<file path="config.mk">
export PLATFORM = sky130hd
export DESIGN_NAME = prio_enc_sched_flat
export DESIGN_NICKNAME = d
export VERILOG_FILES = /design/src/rtl/prio_enc_sched_pkg.sv /design/src/rtl/prio_enc_sched_if.sv /design/src/rtl/prio_enc_sched_pick.sv /design/src/rtl/prio_enc_sched.sv /design/src/flat_wrapper.sv
export SDC_FILE = /design/constraint.sdc
export NUM_CORES = 1
export LEC_CHECK = 0
export ABC_AREA = 0
export BUFFER_PORTS_ARGS = -buffer_cell sky130_fd_sc_hd__buf_2
export CAP_MARGIN = 5
export CELL_PAD_IN_SITES_DETAIL_PLACEMENT = 1
export CELL_PAD_IN_SITES_GLOBAL_PLACEMENT = 2
export CORE_UTILIZATION = 26
export DETAILED_ROUTE_END_ITERATION = 8
export PLACE_DENSITY_LB_ADDON = 0.1
export SYNTH_ARGS = -nofsm -noshare
export SYNTH_HDL_FRONTEND = slang
export SYNTH_SLANG_ARGS = --single-unit
</file>
<file path="constraint.sdc">
create_clock -name clk -period 2.3 [get_ports clk]
set_input_delay 0.115 -clock clk [delete_from_list [all_inputs] [get_ports clk]]
set_output_delay 0.115 -clock clk [all_outputs]
set_load 0.005 [all_outputs]
</file>
<file path="src/rtl/prio_enc_sched_pkg.sv">
// Shared constants and helpers for the priority-encoder scheduler.
package prio_enc_sched_pkg;

    localparam int MODE_FIXED = 0;
    localparam int MODE_RR    = 1;

    // Ceiling log2 for v >= 2; used to size encoded indices.
    function automatic int clog2(input int v);
        int r;
        r = 0;
        for (int i = 0; i < 31; i++) begin
            if ((1 << i) < v) r = i + 1;
        end
        return r;
    endfunction

endpackage

</file>
<file path="src/rtl/prio_enc_sched_if.sv">
// Request/issue bundle between event sources, scheduler and consumer.
interface prio_enc_sched_if
    import prio_enc_sched_pkg::*;
#(
    parameter int N = 16,
    parameter int W = clog2(N)
) ();
    logic         en;
    logic [N-1:0] req;
    logic         clr_all;
    logic         out_ready;
    logic         out_valid;
    logic [W-1:0] out_idx;
    logic [N-1:0] pending;
    logic         lost;

    // Source/consumer side.
    modport master (
        output en, req, clr_all, out_ready,
        input  out_valid, out_idx, pending, lost
    );

    // Scheduler side.
    modport slave (
        input  en, req, clr_all, out_ready,
        output out_valid, out_idx, pending, lost
    );
endinterface

</file>
<file path="src/rtl/prio_enc_sched_pick.sv">
// Combinational picker: highest set bit (fixed) or first set bit at or
// after start with wrap-around (round-robin).
module prio_pick #(
    parameter int N = 16,
    parameter int W = 4
) (
    input  logic [N-1:0] vec,
    input  logic [W-1:0] start,
    input  logic         rr,
    output logic [W-1:0] idx,
    output logic         hit
);

    logic [N-1:0] w_upper;
    logic [W-1:0] w_hi_idx;
    logic [W-1:0] w_lo_all;
    logic [W-1:0] w_lo_upper;

    // Bits at or above the round-robin start point.
    always_comb begin
        w_upper = '0;
        for (int i = 0; i < N; i++) begin
            w_upper[i] = vec[i] && (i >= int'(start));
        end
    end

    // Highest set bit of vec, lowest set bit of vec and of the upper slice.
    always_comb begin
        w_hi_idx   = '0;
        w_lo_all   = '0;
        w_lo_upper = '0;
        for (int i = 0; i < N; i++) begin
            if (vec[i]) w_hi_idx = W'(i);
        end
        for (int i = N - 1; i >= 0; i--) begin
            if (vec[i])     w_lo_all   = W'(i);
            if (w_upper[i]) w_lo_upper = W'(i);
        end
    end

    // The wrapped scan is the upper slice first, else the lowest bit overall.
    always_comb begin
        hit = |vec;
        if (rr) idx = (|w_upper) ? w_lo_upper : w_lo_all;
        else    idx = w_hi_idx;
    end

endmodule

</file>
<file path="src/rtl/prio_enc_sched.sv">
// Registered priority-encoder scheduler: sticky pending vector feeding a
// one-entry valid/ready output slot, fixed or round-robin selection.
module prio_enc_sched
    import prio_enc_sched_pkg::*;
#(
    parameter int N       = 16,
    parameter int W       = clog2(N),
    parameter int RR_MODE = MODE_FIXED
) (
    input  logic            clk,
    input  logic            rst,
    prio_enc_sched_if.slave bus
);

    logic [N-1:0] r_pending;
    logic         r_valid;
    logic [W-1:0] r_idx;
    logic         r_lost;
    logic [W-1:0] r_ptr;

    logic         w_load;
    logic         w_hit;
    logic [W-1:0] w_sel;
    logic [N-1:0] w_load_mask;
    logic [N-1:0] w_req;
    logic [W-1:0] w_ptr_nxt;

    prio_pick #(.N(N), .W(W)) u_pick (
        .vec   (r_pending),
        .start (r_ptr),
        .rr    (RR_MODE == MODE_RR),
        .idx   (w_sel),
        .hit   (w_hit)
    );

    // Slot reloads when empty or being drained; the picked bit leaves pending.
    always_comb begin
        w_load      = !r_valid || bus.out_ready;
        w_load_mask = (w_load && w_hit) ? ({{(N-1){1'b0}}, 1'b1} << w_sel) : '0;
        w_req       = bus.en ? bus.req : '0;
        w_ptr_nxt   = (w_sel == W'(N - 1)) ? '0 : w_sel + 1'b1;
    end

    // Pending, output slot, round-robin pointer and lost flag.
    always_ff @(posedge clk or posedge rst) begin
        if (rst) begin
            r_pending <= '0;
            r_valid   <= 1'b0;
            r_idx     <= '0;
            r_lost    <= 1'b0;
            r_ptr     <= '0;
        end else if (bus.clr_all) begin
            // Flush drops same-cycle requests; ptr and idx keep their values.
            r_pending <= '0;
            r_valid   <= 1'b0;
            r_lost    <= 1'b0;
        end else begin
            // A new request on the bit being loaded is a fresh event: set wins.
            r_pending <= (r_pending & ~w_load_mask) | w_req;
            if (|(w_req & r_pending & ~w_load_mask)) r_lost <= 1'b1;
            if (w_load) begin
                r_valid <= w_hit;
                if (w_hit) begin
                    r_idx <= w_sel;
                    if (RR_MODE == MODE_RR) r_ptr <= w_ptr_nxt;
                end
            end
        end
    end

    assign bus.out_valid = r_valid;
    assign bus.out_idx   = r_idx;
    assign bus.pending   = r_pending;
    assign bus.lost      = r_lost;

endmodule

</file>
<file path="src/flat_wrapper.sv">
// flat-port wrapper written by rule: the top's interface ports become plain ports
module prio_enc_sched_flat import prio_enc_sched_pkg::*;
#(
    parameter int N       = 16,
    parameter int W       = clog2(N),
    parameter int RR_MODE = MODE_FIXED
)
  (clk, rst, bus_en, bus_req, bus_clr_all, bus_out_ready, bus_out_valid, bus_out_idx, bus_pending, bus_lost);
  prio_enc_sched_if #(.N(N), .W(W)) bus_i ();
  input  logic clk;
  input  logic rst;
  input wire logic [$bits(bus_i.en)-1:0] bus_en;
  input wire logic [$bits(bus_i.req)-1:0] bus_req;
  input wire logic [$bits(bus_i.clr_all)-1:0] bus_clr_all;
  input wire logic [$bits(bus_i.out_ready)-1:0] bus_out_ready;
  output wire logic [$bits(bus_i.out_valid)-1:0] bus_out_valid;
  output wire logic [$bits(bus_i.out_idx)-1:0] bus_out_idx;
  output wire logic [$bits(bus_i.pending)-1:0] bus_pending;
  output wire logic [$bits(bus_i.lost)-1:0] bus_lost;
  assign bus_i.en = bus_en;
  assign bus_i.req = bus_req;
  assign bus_i.clr_all = bus_clr_all;
  assign bus_i.out_ready = bus_out_ready;
  assign bus_out_valid = bus_i.out_valid;
  assign bus_out_idx = bus_i.out_idx;
  assign bus_pending = bus_i.pending;
  assign bus_lost = bus_i.lost;
  prio_enc_sched #(.N(N), .W(W), .RR_MODE(RR_MODE)) u_core (.clk(clk), .rst(rst), .bus(bus_i));
endmodule
</file>
Word-level counts from Yosys, hierarchy flattened:

Cells that the tools add are included.
Widths: inputs -> output; s select.

* bitwise gates (word level): 6
* muxes and demuxes: 22
* reductions and logical operators: 8
* shifts and indexed selects: 1

Operators with widths (number)
* $mux 4: 14
* $and 16x16->16: 3
* $mux 16: 3
* $reduce_or 16->1: 2
* $not 16->16: 1
* $or 16x16->16: 1
* $shl 1x4->16 const A: 1
* $mux 1: 5
* $reduce_bool 2->1: 2
* $reduce_and 3->1: 1
* $logic_and 1x1->1: 1
* $logic_not 1->1: 1
* $logic_or 1x1->1: 1
* $not 1->1: 1

* output and inout port bits: 22
* input port bits: 21
* bits in registers: 22
* logic and storage cells: 41

Longest topological paths before layout:

Gate-level depths: netlist (run 1).

* word-level depth: 22
* gate-level depth with buffers: 8
* depth with buffers taken out: 7

By module:

Synthesis (run 1) repeated with hierarchy kept, for this count alone.

* cells, all modules: 265
* area total of the unflattened synthesis: 1981.9 µm²

By module, submodules not included
* prio_enc_sched: sequential area each 550.5 µm², cells an instance 140, times used 1, area an instance 1206.2 µm²
* prio_pick: sequential area each 0.0 µm², cells an instance 125, times used 1, area an instance 775.7 µm²

Least setup slack after synthesis (run 1):

OpenSTA, ideal clock, no wires.

* path kind: reg2reg
* from: register u_core.r_pending[4] (netlist: u_core.bus.pending[4])
* to: register u_core.r_lost (netlist: u_core.bus.lost)
* required time: 2.171 ns
* period minus slack after synthesis: 2.375 ns
* setup time: 0.129 ns
* path buffers: 0
* data arrival time: 2.246 ns
* cell stages (with the launch flop): 7
* path slack: -0.075 ns
* cells stage by stage: dfrtp_1 > or4_4 > nor4b_4 > or3b_4 > o211ai_1 > a31oi_1 > o41a_1

* cells in the longest elaborated chain, start to end: 18
* elaborated cells on any way between the ends: 21
* classes of those cells: shift (1); mux (13); bitwise (3); reduce/logical (4)

RTL lines
* from (decl): line prio_enc_sched.sv:15 `logic [N-1:0] r_pending;`
* from (signal assigned): line prio_enc_sched.sv:59 `r_pending <= (r_pending & ~w_load_mask) | w_req;`
* $mux 4 (12 in series): line prio_enc_sched_pick.sv:33 `if (vec[i]) w_hi_idx = W'(i);`
* $shl 1x4->16: line prio_enc_sched.sv:39 `w_load_mask = (w_load && w_hit) ? ({{(N-1){1'b0}}, 1'b1} << w_sel) : '0;`
* $mux 16: line prio_enc_sched.sv:39
* $not 16->16: line prio_enc_sched.sv:60 `if (|(w_req & r_pending & ~w_load_mask)) r_lost <= 1'b1;`
* $and 16x16->16 *: line prio_enc_sched.sv:60
* $reduce_or 16->1 *: line prio_enc_sched.sv:60
* $reduce_bool 2->1 (no source line) *
* to (signal assigned): line prio_enc_sched.sv:50 `r_lost <= 1'b0;`
* to (signal assigned): line prio_enc_sched.sv:56 `r_lost <= 1'b0;`
* to (signal assigned): line prio_enc_sched.sv:60
* to (decl): line prio_enc_sched.sv:18 `logic r_lost;`

Every way passes the cells marked *; elsewhere a longest branch is shown, timed or not.
A chain may end at the register's enable or synchronous reset.

Worst setup path in the final report (run 1):

* from: register u_core.r_pending[7] (netlist: u_core.bus.pending[7])
* to: register u_core.r_lost (netlist: u_core.bus.lost)

* cells in the longest elaborated chain, start to end: 15
* elaborated cells on any way between the ends: 18
* classes of those cells: shift (1); mux (10); bitwise (3); reduce/logical (4)

RTL lines (line)
* $mux 4 (9 in series): prio_enc_sched_pick.sv:33
* $shl 1x4->16: prio_enc_sched.sv:39
* $mux 16: prio_enc_sched.sv:39
* $not 16->16: prio_enc_sched.sv:60
* $and 16x16->16 *: prio_enc_sched.sv:60
* $reduce_or 16->1 *: prio_enc_sched.sv:60
* $reduce_bool 2->1 (no source line) *

Marks and branches as above.

==> results.toml, run 1 <==
[run_status]
status = "finished, violations left"
violations = "negative setup slack"

[global_routing]
gr-usage-all-layers_pct = 20.1
grt_pass1_vias = 1622
grt_pass1_wl_um = 8220
antenna_found_initial = 0
grt_max_degree = 24
grt_overflow = 0

[final_layout]
final_cell_area_sq_um = 1970
layout.cells.non_filler = 306
fin_util_pct = 38.5
layout.nets = 259
drive_above_1_share_pct = 40.3
area_growth_pct = 43.3
insertedDiodeCount = 0

[setup_path]
worstSetupEndpointType = "register"
reg2reg_depth = 6
cp_slowest_cell = "or4_4"
critical_path_class = "register to register"
r2r-end = "u_core.bus.lost$_DFFE_PP0P_"
timing.reg2reg.setup_slack_ps = -120
cp-start-kind = "register"
cp_cell_sequence = "or4_4 -> nor4b_4 -> or3b_4 -> o211ai_1 -> a31oi_1 -> o41a_1"
worstReg2RegStart = "u_core.bus.pending[7]$_DFF_PP0_"
path_max_fanout = 4
cp-startpoint = "u_core.bus.pending[7]$_DFF_PP0_"
cpPeakStageDelay_ps = 560
crit_end = "u_core.bus.lost$_DFFE_PP0P_"
required_ps = 2450
crit_arrival_ps = 2570

[sta]
relSlewSlack_pct = 39.6
skew_ps = 5.34
final-setup-viol-count = 1
whs_ps = 29.5
hold_violations = 0
worstMarginPinSlew_ps = 906
rsz0062_at_grt = "true"
fin_crit_sh_pct = 105
setup_slack_ps = -120
max_freq_ghz = 0.413
maxSlewViolCount = 0
final.min_clock_period_ps = 2420

[synthesis]
synth_cell_type_count = 42
synthCells = 160
syn_avg_cell_area_sq_um = 8.58
ys_ff_latch = 22
synth_ff_type = "dfrtp_1"
synth_area_sq_um = 1370
syn-num-nets = 181
synth_seq_area_share_pct = 40.1
synthArstFlopShare_pct = 100
synth-edff-count = 0
yosysWarnings = 0

[placement]
portBuffers = 42
dp_cells = 303
hpwl_um = 4150
gp_routability_congestion = 0.886
postPlaceCellArea_sq_um = 1900

[pwr]
max-vdd-ir-drop_v = 0.000288
power.density_nw_per_um2 = 585
p_leak_uw = 0.000940

[routing]
route.met2.wl_um = 2570
wl_met3_um = 141
num_vias = 1577
ant_nets = 0
drt-met1-wl_um = 2360
viasPerCell = 5.15
dr.max_layer_used = "met4"
first_iter_violations = 59
drc = 0
wl_per_cell_um = 16.8
drt_wl_total_um = 5150
first_pass_iters = 4

[clock_tree]
cts-root-buf = "clkbuf_8"
cts_tree = "yes"
cts_sinks = 22
cts_buffer_depth = 2
hold_buffers = 0
numCtsBuffers = 3
cts_htree_levels = 1
clk_pin_slew_ps = 90
worstSkewPairLatency_ps = 270

[min_path]
hp-class = "input port to async pin"

[floorplanning]
die_area_sq_um = 5570
rows = 26
die_x_um = 74.7
core_sq_um = 5110
io_pins = 43
start_util_pct = 26.9
die_h_um = 74.7

[run]
drv_cap = 0
## synth_stat cells, types with 2 or more instances
cell	count	area, sq um
a22oi_1	5	37.5
inv_1	6	22.5
nor2_1	16	60.1
dfrtp_1	22	551
a22o_1	2	17.5
a31oi_1	5	31.3
nor2b_1	2	12.5
a21oi_1	16	80.1
nor3b_1	2	15.0
nand4_1	2	12.5
nand2_1	20	75.1
clkbuf_8	2	27.5
nand3_1	8	40.0
o31ai_1	3	22.5
nor4_1	5	31.3
nor3_1	2	10.0
nand2b_1	2	12.5
o21ai_0	12	60.1
o211ai_1	2	15.0
clkbuf_1	4	15.0
## how the worst min path moves through the flow
| stage | slack, ps | start | end |
|---|---|---|---|
| 2_1_floorplan | 100 | rst | u_core.bus.lost$_DFFE_PP0P_ |
| 3_3_place_gp | 360 | rst | u_core.bus.pending[3]$_DFF_PP0_ |
| 3_5_place_dp | 360 | rst | u_core.bus.pending[3]$_DFF_PP0_ |
| 4_1_cts | 70 | rst | u_core.bus.lost$_DFFE_PP0P_ |
| 5_1_grt | 110 | bus_req[11] | u_core.bus.pending[11]$_DFF_PP0_ |
| 6_report | 30 | rst | u_core.bus.lost$_DFFE_PP0P_ |
## cell type report
| type | instances | area, sq um |
|---|---|---|
| clock buffer | 3 | 41.3 |
| tap | 70 | 87.6 |
| multi-input combinational | 125 | 766 |
| inverter | 6 | 22.5 |
| sequential | 22 | 551 |
| fill | 651 | 3140 |
| timing repair buffer | 80 | 499 |
## state kept, by name (all words and copies together), names as in the netlist
name                  cells
u_core.bus.out_idx        4
u_core.bus.pending       16
u_core.bus.lost           1
u_core.bus.out_valid      1
## logic make-up after synthesis
logic type,share of synthesized area (%)
compound gates,27.5
buf+inv,5.56
flops,40.1
mux,0.820
simple gates,26.0
## power by group
part	internal (uW)	total, uW	switching (uW)	leakage [uW]
clock network	117	252	135	0.0000216
logic	214	439	225	0.000637
registers	425	459	33.6	0.000281
## stage by stage
step	total power [uW]	TNS, ps	setup slack [ps]
floorplan	668	-32.4	-32.4
global placement	886	-31.8	-31.8
detailed placement	901	-128	-128
CTS	1150	-146	-146
global route	1220	-230	-230
finish	1150	-120	-120
## critical path, delay by kind of cell (launching register included)
kind	cells	cell delay (ps)
and+or+nand+nor	3	1280
AOI/OAI and AO/OA	3	620
DFF	1	410
## metal layers
metal	GRT usage, %	up-vias
met2	34.5	31
li1	-	754
met3	2.68	7
met4	6.50	0
met5	0	-
met1	26.0	785
## what timing repair did
item	CTS	global route
resized for setup	0	6
buffers inserted	0	1
setup endpoints to repair	1	3
pin swaps	0	2
## cells in the final DEF (no fill, tap or decap), types with 2 or more instances in the layout
master and instances:
buf_2 42, buf_4 37, dfrtp_1 22, nand2_1 20, nor2_1 16, a21oi_1 16, o21ai_0 11, nand3_1 7
inv_1 6, nor4_1 5, a31oi_1 5, a22oi_1 5, clkbuf_8 3, nand2b_1 2, nor3b_1 2, nor2b_1 2
nor3_1 2, a22o_1 2, nand4_1 2, o31ai_1 2, o211ai_1 2
(Power assumes the default switching activity.)
==> run 2, diff against run 1 <==
Settings changed: ABC_AREA 0 to 1, CORE_UTILIZATION 26 to 24.
==> results.toml, run 2 <==
[run_status]
status = "finished, final reports clean"

[setup_path]
worstReg2RegStart = "u_core.bus.pending[3]$_DFF_PP0_"
path_max_fanout = 8
crit_arrival_ps = 2370
worstSetupEndpointType = "register"
r2r-end = "u_core.bus.lost$_DFFE_PP0P_"
critical_path_class = "register to register"
cp-start-kind = "register"
required_ps = 2470
timing.reg2reg.setup_slack_ps = 100
reg2reg_depth = 16

[placement]
dp_slack_ps = 125
gp_routability_congestion = 0.872
dp_cells = 324
hpwl_um = 3740
portBuffers = 42

[routing]
viasPerCell = 4.60
wl_per_cell_um = 14.2
drc = 0
drt_wl_total_um = 4720
first_pass_iters = 4
ant_nets = 0
dr.max_layer_used = "met4"
first_iter_violations = 18
route.met2.wl_um = 2290
drt-met1-wl_um = 2200
num_vias = 1533
wl_met3_um = 146

[sta]
relSlewSlack_pct = 74.1
rsz0062_at_grt = "true"
maxSlewViolCount = 0
fin_crit_sh_pct = 95.7
final.min_clock_period_ps = 2200
hold_violations = 0
final-setup-viol-count = 0
skew_ps = 6.54
setup_slack_ps = 100
worstMarginPinSlew_ps = 389
max_freq_ghz = 0.455

[global_routing]
grt_pass1_wl_um = 7800
grt_pass1_vias = 1528
grt_max_degree = 23
grt_overflow = 0
gr-usage-all-layers_pct = 16.4
antenna_found_initial = 0

[clock_tree]
worstSkewPairLatency_ps = 270
clk_pin_slew_ps = 80
cts_htree_levels = 1
numCtsBuffers = 3
cts_tree = "yes"
cts_buffer_depth = 2
cts-root-buf = "clkbuf_8"
cts_sinks = 22

[floorplanning]
die_x_um = 78.6
rows = 27
die_area_sq_um = 6180
start_util_pct = 25.3
die_h_um = 78.6
core_sq_um = 5570
io_pins = 43

[pwr]
power.density_nw_per_um2 = 590
max-vdd-ir-drop_v = 0.000258
p_leak_uw = 0.000997
finalPower_uw = 1110

[synthesis]
syn-num-nets = 228
synth-edff-count = 0
synth.most_common_cell = "nand2_1"
synth.area.top_cells = "dfrtp_1 (39%), nand2_1 (17%), a21oi_1 (6.4%), inv_1 (6.4%), nand4_1 (4.9%)"
synthArstFlopShare_pct = 100
yosysTopAreaCell = "dfrtp_1"
synth_top_area_share_pct = 39.1
synth_seq_area_share_pct = 39.1
ys_ff_latch = 22
synth_cell_type_count = 22
synth_common_cells = "nand2_1 (65), inv_1 (24), dfrtp_1 (22)"
yosysWarnings = 0
syn_avg_cell_area_sq_um = 6.81
synth_area_sq_um = 1410
synth_ff_type = "dfrtp_1"
synthCells = 207

[run]
drv_cap = 0

[final_layout]
insertedDiodeCount = 0
final_common_cell = "nand2_1"
layout.nets = 284
area_growth_pct = 32.9
drive_above_1_share_pct = 34.5
final_cell_mix = "nand2_1 (61), buf_2 (42), inv_1 (23), dfrtp_1 (22), nor2_1 (18)"
largest_reg_flops = 16
layout.cells.non_filler = 333

[min_path]
min_to = "u_core.bus.pending[8]$_DFF_PP0_"
hold_start = "bus_req[8]"
whs_path_depth = 3
hp-class = "input port to register"
run 2: cells by family (layout without fill, tap and decap cells):
kind of cell	Yosys count	count (layout)	synth area share [%]
AND/OR/NAND/NOR	122	122	39.9
AO/OA/AOI/OAI	29	29	12.0
flip-flops	22	22	39.1
buffers and inverters	34	88	9.06
run 2: report_power, final:
part | leakage (uW) | internal, uW | switching (uW)
Clock | 0.0000216 | 117 | 129
Sequential | 0.000283 | 427 | 30.5
Combinational | 0.000693 | 156 | 245
Total | 0.000997 | 700 | 405
run 2: routing by layer:
layer / GRT usage [%] / vias up
met5: 0 / -
met4: 4.44 / 0
met3: 2.67 / 6
met2: 27.0 / 30
met1: 21.9 / 728
li1: - / 769
run 2: worst max-delay path, cell delays in order (launching register included):
cell and delay, ps:
dfrtp_1 410, inv_2 80, nand2_2 60, nand2_2 60, nand3_2 60, nand2_1 90
nand2_2 70, a31oi_4 290, nand3_2 140, nor2_4 160, nand2_2 70, a21boi_2 170
nand3_1 100, nor2_2 150, nand3_1 90, nand2_1 60, inv_1 40
run 2: per-stage QoR:
| step | setup TNS (ps) | util [%] | cell area [sq um] | hold slack (ps) |
|---|---|---|---|---|
| 3_3_place_gp | 0 | 31.3 | 1750 | 179 |
| 3_5_place_dp | 0 | 31.3 | 1750 | 185 |
| 4_1_cts | 0 | 32.3 | 1800 | 98.9 |
| 5_1_grt | -49.7 | 33.6 | 1870 | 114 |
| 2_1_floorplan | 0 | - | 1410 | 104 |
| 6_report | 0 | 33.6 | 1870 | 108 |
run 2: worst max-delay path by stage:
| stage | from | to | cells after the start |
|---|---|---|---|
| 6_report | u_core.bus.pending[3]$_DFF_PP0_ | u_core.bus.lost$_DFFE_PP0P_ | 16 |
| 5_1_grt | u_core.bus.pending[3]$_DFF_PP0_ | u_core.bus.lost$_DFFE_PP0P_ | 16 |
| 4_1_cts | u_core.bus.pending[3]$_DFF_PP0_ | u_core.bus.lost$_DFFE_PP0P_ | 16 |
| 3_5_place_dp | u_core.bus.pending[3]$_DFF_PP0_ | u_core.bus.lost$_DFFE_PP0P_ | 16 |
| 3_3_place_gp | u_core.bus.pending[3]$_DFF_PP0_ | u_core.bus.lost$_DFFE_PP0P_ | 16 |
| 2_1_floorplan | u_core.bus.pending[2]$_DFF_PP0_ | u_core.bus.lost$_DFFE_PP0P_ | 24 |
run 2: area by class of cell:
type                       instances  area (sq um)
timing repair buffer              55           310
sequential                        22           551
inverter                          30           113
clock buffer                       3          41.3
multi-input combinational        151           768
tap                               72          90.1
fill                             727          3700
run 2: what timing repair did:
action | in CTS | in global routing
setup endpoints to repair | 0 | 1
resized for setup | 0 | 12
hold buffers | 1 | 0
buffers inserted | 0 | 5
hold endpoints to repair | 22 | 0
